$ cat config.mk
export PLATFORM = sky130hd
export DESIGN_NAME = game_step_sequencer
export DESIGN_NICKNAME = d
export VERILOG_FILES = /design/src/rtl/game_pkg.sv /design/src/rtl/game_step_sequencer_step_watchdog.sv /design/src/rtl/game_step_sequencer.sv
export SDC_FILE = /design/constraint.sdc
export NUM_CORES = 1
export LEC_CHECK = 0
export BUFFER_PORTS_ARGS = -buffer_cell sky130_fd_sc_hd__buf_2
export CELL_PAD_IN_SITES_DETAIL_PLACEMENT = 0
export CELL_PAD_IN_SITES_GLOBAL_PLACEMENT = 1
export CORE_MARGIN = 2
export CORE_UTILIZATION = 44
export DETAILED_ROUTE_END_ITERATION = 7
export GPL_ROUTABILITY_DRIVEN = 0
export PLACE_DENSITY = 0.79
export SKIP_CTS_REPAIR_TIMING = 1
export SKIP_LAST_GASP = 1
export SYNTH_ARGS = -nofsm -noshare
export SYNTH_HDL_FRONTEND = slang
export SYNTH_SLANG_ARGS = --single-unit
$ cat constraint.sdc
create_clock -name Clk -period 3.4 [get_ports Clk]
set_clock_uncertainty 0.1 [all_clocks]
set_input_delay 0.51 -clock Clk [delete_from_list [all_inputs] [get_ports Clk]]
set_output_delay 0.51 -clock Clk [all_outputs]
set_load 0.005 [all_outputs]
$ cat src/rtl/game_pkg.sv
// Shared types and constants for the game step sequencer.
// Latency: n/a (declarations only).
// Backpressure: n/a.
package game_pkg;

  typedef enum logic [1:0] {
    IDLE  = 2'd0,
    PHASE = 2'd1,
    DONE  = 2'd2
  } step_state_t;

  localparam int PH_INPUT   = 0;
  localparam int PH_PACMAN  = 1;
  localparam int PH_GHOST   = 2;
  localparam int PH_COLLIDE = 3;
  localparam int NUM_PHASES = 4;

  // One-hot request vector for a phase index.
  function automatic logic [NUM_PHASES-1:0] phase_onehot(input logic [1:0] idx);
    logic [NUM_PHASES-1:0] v;
    v = '0;
    v[idx] = 1'b1;
    return v;
  endfunction

endpackage

$ cat src/rtl/game_step_sequencer_step_watchdog.sv
// Ack watchdog: counts cycles a phase request has been waiting for ack.
// Latency: expire is high in the ACK_TIMEOUT-th cycle of an unacked request.
// Backpressure: none; clear restarts the count for each new request or ack.
module step_watchdog #(
  parameter int ACK_TIMEOUT = 1023
) (
  input  logic Clk,
  input  logic Reset,
  input  logic clear,
  input  logic active,
  output logic expire
);

  localparam int CNT_W = (ACK_TIMEOUT < 2) ? 1 : $clog2(ACK_TIMEOUT + 1);
  localparam logic [CNT_W-1:0] LAST = CNT_W'(ACK_TIMEOUT - 1);

  logic [CNT_W-1:0] cnt;

  // Wait counter: zero in the first cycle of a request, holds at LAST.
  always_ff @(posedge Clk or posedge Reset) begin
    if (Reset) begin
      cnt <= '0;
    end else if (clear) begin
      cnt <= '0;
    end else if (active && (cnt != LAST)) begin
      cnt <= cnt + 1'b1;
    end
  end

  assign expire = active && (cnt == LAST);

endmodule

$ cat src/rtl/game_step_sequencer.sv
// Turns each accepted game tick into four ordered phase requests (req/ack).
// Latency: tick at n -> phase_req[0] at n+1; ack at m -> next request at m+1.
// Backpressure: ticks arriving while busy are dropped and counted (saturating).
// Optional ack watchdog enabled by defining GAME_STEP_TIMEOUT_EN.
module game_step_sequencer
  import game_pkg::*;
#(
  parameter int ACK_TIMEOUT = 1023,
  parameter int FRAME_W     = 16,
  parameter int OVR_W       = 8
) (
  input  logic               Clk,
  input  logic               Reset,
  input  logic               game_tick,
  input  logic               pause,
  input  logic [3:0]         phase_ack,
  output logic [3:0]         phase_req,
  output logic               step_busy,
  output logic               step_done,
  output logic [FRAME_W-1:0] frame_count,
  output logic [OVR_W-1:0]   overrun_count,
  output logic               timeout_err
);

  step_state_t state, state_nxt;
  logic [1:0]  ph, ph_nxt;
  logic        ack_hit;
  logic        expire;
  logic        start;
  logic        advance;
  logic [3:0]  req_nxt;
  logic        busy_nxt;
  logic        done_nxt;

  // Only the ack bit of the phase currently requested counts.
  assign ack_hit = (state == PHASE) && phase_ack[ph];

`ifdef GAME_STEP_TIMEOUT_EN
  logic wd_expire;

  step_watchdog #(
    .ACK_TIMEOUT(ACK_TIMEOUT)
  ) u_step_watchdog (
    .Clk   (Clk),
    .Reset (Reset),
    .clear (start | advance),
    .active(state == PHASE),
    .expire(wd_expire)
  );

  // An ack arriving in the expiry cycle wins; no error is flagged.
  assign expire = wd_expire & ~ack_hit;

  // Sticky timeout flag, visible from the cycle the next phase starts.
  always_ff @(posedge Clk or posedge Reset) begin
    if (Reset) begin
      timeout_err <= 1'b0;
    end else if (expire) begin
      timeout_err <= 1'b1;
    end
  end
`else
  logic unused_ack_timeout;
  assign unused_ack_timeout = |ACK_TIMEOUT;
  assign expire      = 1'b0;
  assign timeout_err = 1'b0;
`endif

  // Next state and next registered outputs.
  always_comb begin
    state_nxt = state;
    ph_nxt    = ph;
    start     = 1'b0;
    advance   = 1'b0;
    case (state)
      IDLE: begin
        if (game_tick && !pause) begin
          state_nxt = PHASE;
          ph_nxt    = 2'(PH_INPUT);
          start     = 1'b1;
        end
      end
      PHASE: begin
        if (ack_hit || expire) begin
          advance = 1'b1;
          if (ph == 2'(PH_COLLIDE)) begin
            state_nxt = DONE;
            ph_nxt    = 2'(PH_INPUT);
          end else begin
            ph_nxt = ph + 2'd1;
          end
        end
      end
      DONE: begin
        state_nxt = IDLE;
        ph_nxt    = 2'(PH_INPUT);
      end
      default: begin
        state_nxt = IDLE;
        ph_nxt    = 2'(PH_INPUT);
      end
    endcase
    req_nxt  = (state_nxt == PHASE) ? phase_onehot(ph_nxt) : 4'b0000;
    busy_nxt = (state_nxt != IDLE);
    done_nxt = (state_nxt == DONE);
  end

  // FSM state register.
  always_ff @(posedge Clk or posedge Reset) begin
    if (Reset) begin
      state <= IDLE;
      ph    <= 2'(PH_INPUT);
    end else begin
      state <= state_nxt;
      ph    <= ph_nxt;
    end
  end

  // Registered outputs and frame/overrun counters.
  always_ff @(posedge Clk or posedge Reset) begin
    if (Reset) begin
      phase_req     <= '0;
      step_busy     <= 1'b0;
      step_done     <= 1'b0;
      frame_count   <= '0;
      overrun_count <= '0;
    end else begin
      phase_req <= req_nxt;
      step_busy <= busy_nxt;
      step_done <= done_nxt;
      if (done_nxt) begin
        frame_count <= frame_count + 1'b1;
      end
      if (game_tick && (state != IDLE) && (overrun_count != {OVR_W{1'b1}})) begin
        overrun_count <= overrun_count + 1'b1;
      end
    end
  end

endmodule

# == Word level (Yosys, flattened, before mapping) ==
# Cells that the tools add are included.
# totals
reg_bits,34
# classes
addsub,3
eq_ne,5
muxes,13
n_reduce_logical,9
order_cmp,3
# ops
cell,n
$add A16 B1 Y16 const B,1
$mux W2,6
$add A8 B1 Y8 const B,1
$ne A8 B8 Y1 const B,1
$pmux W2 S2,2
$lt A2 B3 Y1 const B,2
$logic_and A1 B1 Y1,5
$eq A2 B1 Y1 const B,2
$eq A2 B2 Y1 const B,2
$mux W4,1
$reduce_bool A2 Y1,2
$add A2 B1 Y2 const B,1
$bmux W1 S2,1
$demux W1 S2,1
$ge A2 B1 Y1 const B,1
$logic_not A2 Y1,1
$mux W1,2
$logic_not A1 Y1,1

# == Longest topological paths before layout ==
# depth
ltp_word,10
ltp_mapped,6
depth_no_buf,5

# == Worst setup path before layout ==
# Ideal clock, no wire load.
# synth_path
path_kind,input to register
from,input port phase_ack[3]
to,register frame_count[1]
path_stages,4
path_buffers,1
t_required_ns,3.175
setup_time_ns,0.125
arrival_ns,1.594
setup_slack_ns,1.581
path_cell_list,mux4_2 -> and3_1 -> buf_6 -> mux2_4
# synth_between
elab_chain_cells,6
# synth_rtl
item,line,rtl
start: declaration,game_step_sequencer.sv:16,"input logic [3:0] phase_ack,"
$bmux W1 S2,game_step_sequencer.sv:36,assign ack_hit = (state == PHASE) && phase_ack[ph];
$mux W1 (not written as such),game_step_sequencer.sv:36,
$logic_and A1 B1 Y1,game_step_sequencer.sv:36,
$mux W2,game_step_sequencer.sv:84,if (ack_hit || expire) begin
$pmux W2 S2,game_step_sequencer.sv:75,case (state)
named net state_nxt[1],game_step_sequencer.sv:25,"step_state_t state, state_nxt;"
$eq A2 B2 Y1,game_step_sequencer.sv:105,done_nxt = (state_nxt == DONE);
end signal: assignment,game_step_sequencer.sv:132,frame_count <= frame_count + 1'b1;
end: declaration,game_step_sequencer.sv:20,"output logic [FRAME_W-1:0] frame_count,"
# The timed path passes the listed nets, and every way through them passes these cells. The select of a mux whose other input is x is not followed.
# A chain may end at the register's enable or synchronous reset.

# == Worst setup path after layout ==
# layout_path
from,register ph[0]
to,register frame_count[1]
# layout_between
elab_chain_cells,6
word_cells_on_any_way,8
cone_classes,eq/ne (2); mux (5); reduce/logical (1)
# layout_rtl
item,line,rtl
start: declaration,game_step_sequencer.sv:26,"logic [1:0] ph, ph_nxt;"
start signal: assignment,game_step_sequencer.sv:112,ph <= 2'(PH_INPUT);
start signal: assignment,game_step_sequencer.sv:115,ph <= ph_nxt;
$bmux W1 S2,game_step_sequencer.sv:36,
$mux W1 (not written as such),game_step_sequencer.sv:36,
$logic_and A1 B1 Y1,game_step_sequencer.sv:36,
$mux W2 (*),game_step_sequencer.sv:84,
$pmux W2 S2 (*),game_step_sequencer.sv:75,
$eq A2 B2 Y1 (*),game_step_sequencer.sv:105,
# Mark *: on every way between the ends. The rest lies on a longest branch, timed or not. The select of a mux whose other input is x is not followed.

==> results.json <==
{
  "status": "complete, no violations",
  "io_pins": 39,
  "die_area_sq_um": 4150,
  "dp.final_hpwl_mm": 2.09,
  "vias": 1138,
  "start_util_pct": 47.0,
  "netlist_top_cells_count": "dfrtp_1, nor2_1, xor2_1, xnor2_1",
  "slew_viol_final": 0,
  "overflow": 0,
  "yosys_warnings": 0,
  "p_leak_nw": 0.970,
  "crit_path_end_kind": "flop",
  "yosysTopAreaCell": "dfrtp_1",
  "wire_per_inst_microns": 12.9,
  "peakVddDrop_uv": 356,
  "min_period_ns": 1.92,
  "die_w_microns": 64.4,
  "synth_area_leaders": "dfrtp_1, xor2_1, xnor2_1, nor2_1, mux2_2",
  "yosysMostFrequentCell": "dfrtp_1",
  "fillers": 312,
  "grt_pass1_vias": 1072,
  "antenna_found_initial": 0,
  "cp.arrival_ns": 2.04,
  "cts_tree": "yes",
  "avgSynthCellArea_sq_um": 11.5,
  "path_max_fanout": 9,
  "yosys.cell_types.count": 36,
  "grt_max_degree": 35,
  "yosysSeqAreaShare_pct": 53.0,
  "path_clk_slew_ns": 0.10,
  "crit_type": "flop to flop",
  "rsz0062_at_grt": "false",
  "dr.first_iter.drc_count": 54,
  "async_reset_ff_share_pct": 100,
  "core_area_sq_um": 3420,
  "worstSetupStartpointType": "flop",
  "fp-row-count": 21,
  "clock_path_buffers": 2,
  "setup_viol": 0,
  "power_density_nw_per_um2": 704,
  "fmax_mhz": 521,
  "fin_crit_sh_pct": 56.5,
  "ant_nets": 0,
  "drc_errors": 0,
  "tns_ns": 0,
  "cts_root_buffer": "clkbuf_4",
  "area_delta_synth_final_pct": 17.4,
  "io_buffers": 37,
  "drtPass1Iterations": 4,
  "maxCapViolations": 0,
  "vias_per_cell": 5.04,
  "routed_wl_mm": 2.92,
  "synth-edff-count": 0,
  "critical_path_required_ns": 3.52,
  "netlist_instances": 139,
  "drive_above_1_share_pct": 31.1,
  "die_h_microns": 64.4,
  "hold_path_class": "input pin to async pin",
  "yosys_register_bits": 34,
  "cts-buffers-inserted": 5,
  "synth_area_sq_um": 1610,
  "fin_util_pct": 55.2,
  "grtUsageTotal_pct": 16.2,
  "cts_max_level": 2,
  "hold_viol": 0,
  "synth_top_area_share_pct": 53.0,
  "insertion_delay_ns": 0.34,
  "clock_sinks": 34,
  "final_net_count": 190,
  "synth_flop_cell": "dfrtp_1",
  "diodes": 0,
  "synth.net_count": 150,
  "grt_first_pass_wirelength_mm": 5.06
}
## through the flow
| stage | setup slack, ns | power [W] | hold slack [ns] | std cells | instance area [sq um] |
|---|---|---|---|---|---|
| floorplan | 1.58 | 0.000931 | 0.365 | 139 | 1610 |
| detailed placement | 1.46 | 0.00105 | 0.356 | 218 | 1810 |
| global placement | 1.49 | 0.00104 | 0.355 | 218 | 1810 |
| global route | 1.31 | 0.00144 | 0.165 | 226 | 1880 |
| CTS | 1.48 | 0.00134 | 0.155 | 226 | 1880 |
| finish | 1.48 | 0.00133 | 0.142 | 226 | 1880 |
## cell usage in the layout, fill, tap and decap left out, types with 5 or more instances in the layout
cell type	n
dfrtp_1	34
nand2_1	7
buf_2	37
nand3_1	7
nor2_1	15
xnor2_1	10
clkbuf_4	5
nand4_1	7
xor2_1	12
## layout make-up
type	count	area (sq um)	area share, %
Inverter	4	15.0	0.797
Multi-Input combinational cell	96	693	36.8
Timing Repair Buffer	38	193	10.2
Tap cell	46	57.6	3.05
Clock inverter	1	30.0	1.59
Clock buffer	7	45.0	2.39
Sequential cell	34	851	45.2
## routing by layer
layer	GRT usage [%]	wire length [microns]
met2	24.2	1350
met1	21.6	1360
met3	5.81	171
met4	6.12	42
met5	0	0
## logic make-up after synthesis
group                    count (synthesis)  synth area share, %
adder cells (fa/ha/maj)                  3                 2.34
flip-flops                              34                 53.0
buffers and inverters                    9                 3.82
AO/OA/AOI/OAI                            6                 3.66
AND/OR/NAND/NOR                         56                 18.6
multiplexers                             8                 6.39
XOR/XNOR                                22                 12.0
other                                    1                0.234
## where the power goes
| group | total [W] | internal, W | switching, W |
|---|---|---|---|
| Combinational | 0.000418 | 0.000225 | 0.000193 |
| Clock | 0.000284 | 0.000156 | 0.000128 |
| Sequential | 0.000625 | 0.000503 | 0.000122 |
## flip-flops by register name (all words and copies together) (netlist names)
register	count
frame_count	16
overrun_count	8
ph	2
phase_req	4
state	2
step_busy	1
step_done	1
## critical path, cell delays in order (launching register included)
cell and delay (ns):
dfrtp_1 0.54, mux4_2 0.61, and3_1 0.25, mux2_4 0.31
## final timing paths
check	cells after the start	endpoint	slack, ns	start
min in group Clk	1	frame_count[15]	0.37	frame_count[15]
max in group asynchronous	3	phase_req[2]	2.74	Reset
setup / recovery	3	frame_count[1]	1.48	ph[0]
hold / removal	3	overrun_count[4]	0.14	Reset
setup reg to reg	3	frame_count[1]	1.48	ph[0]
hold reg to reg	1	frame_count[15]	0.37	frame_count[15]
Power figures use the tool's default switching activity.
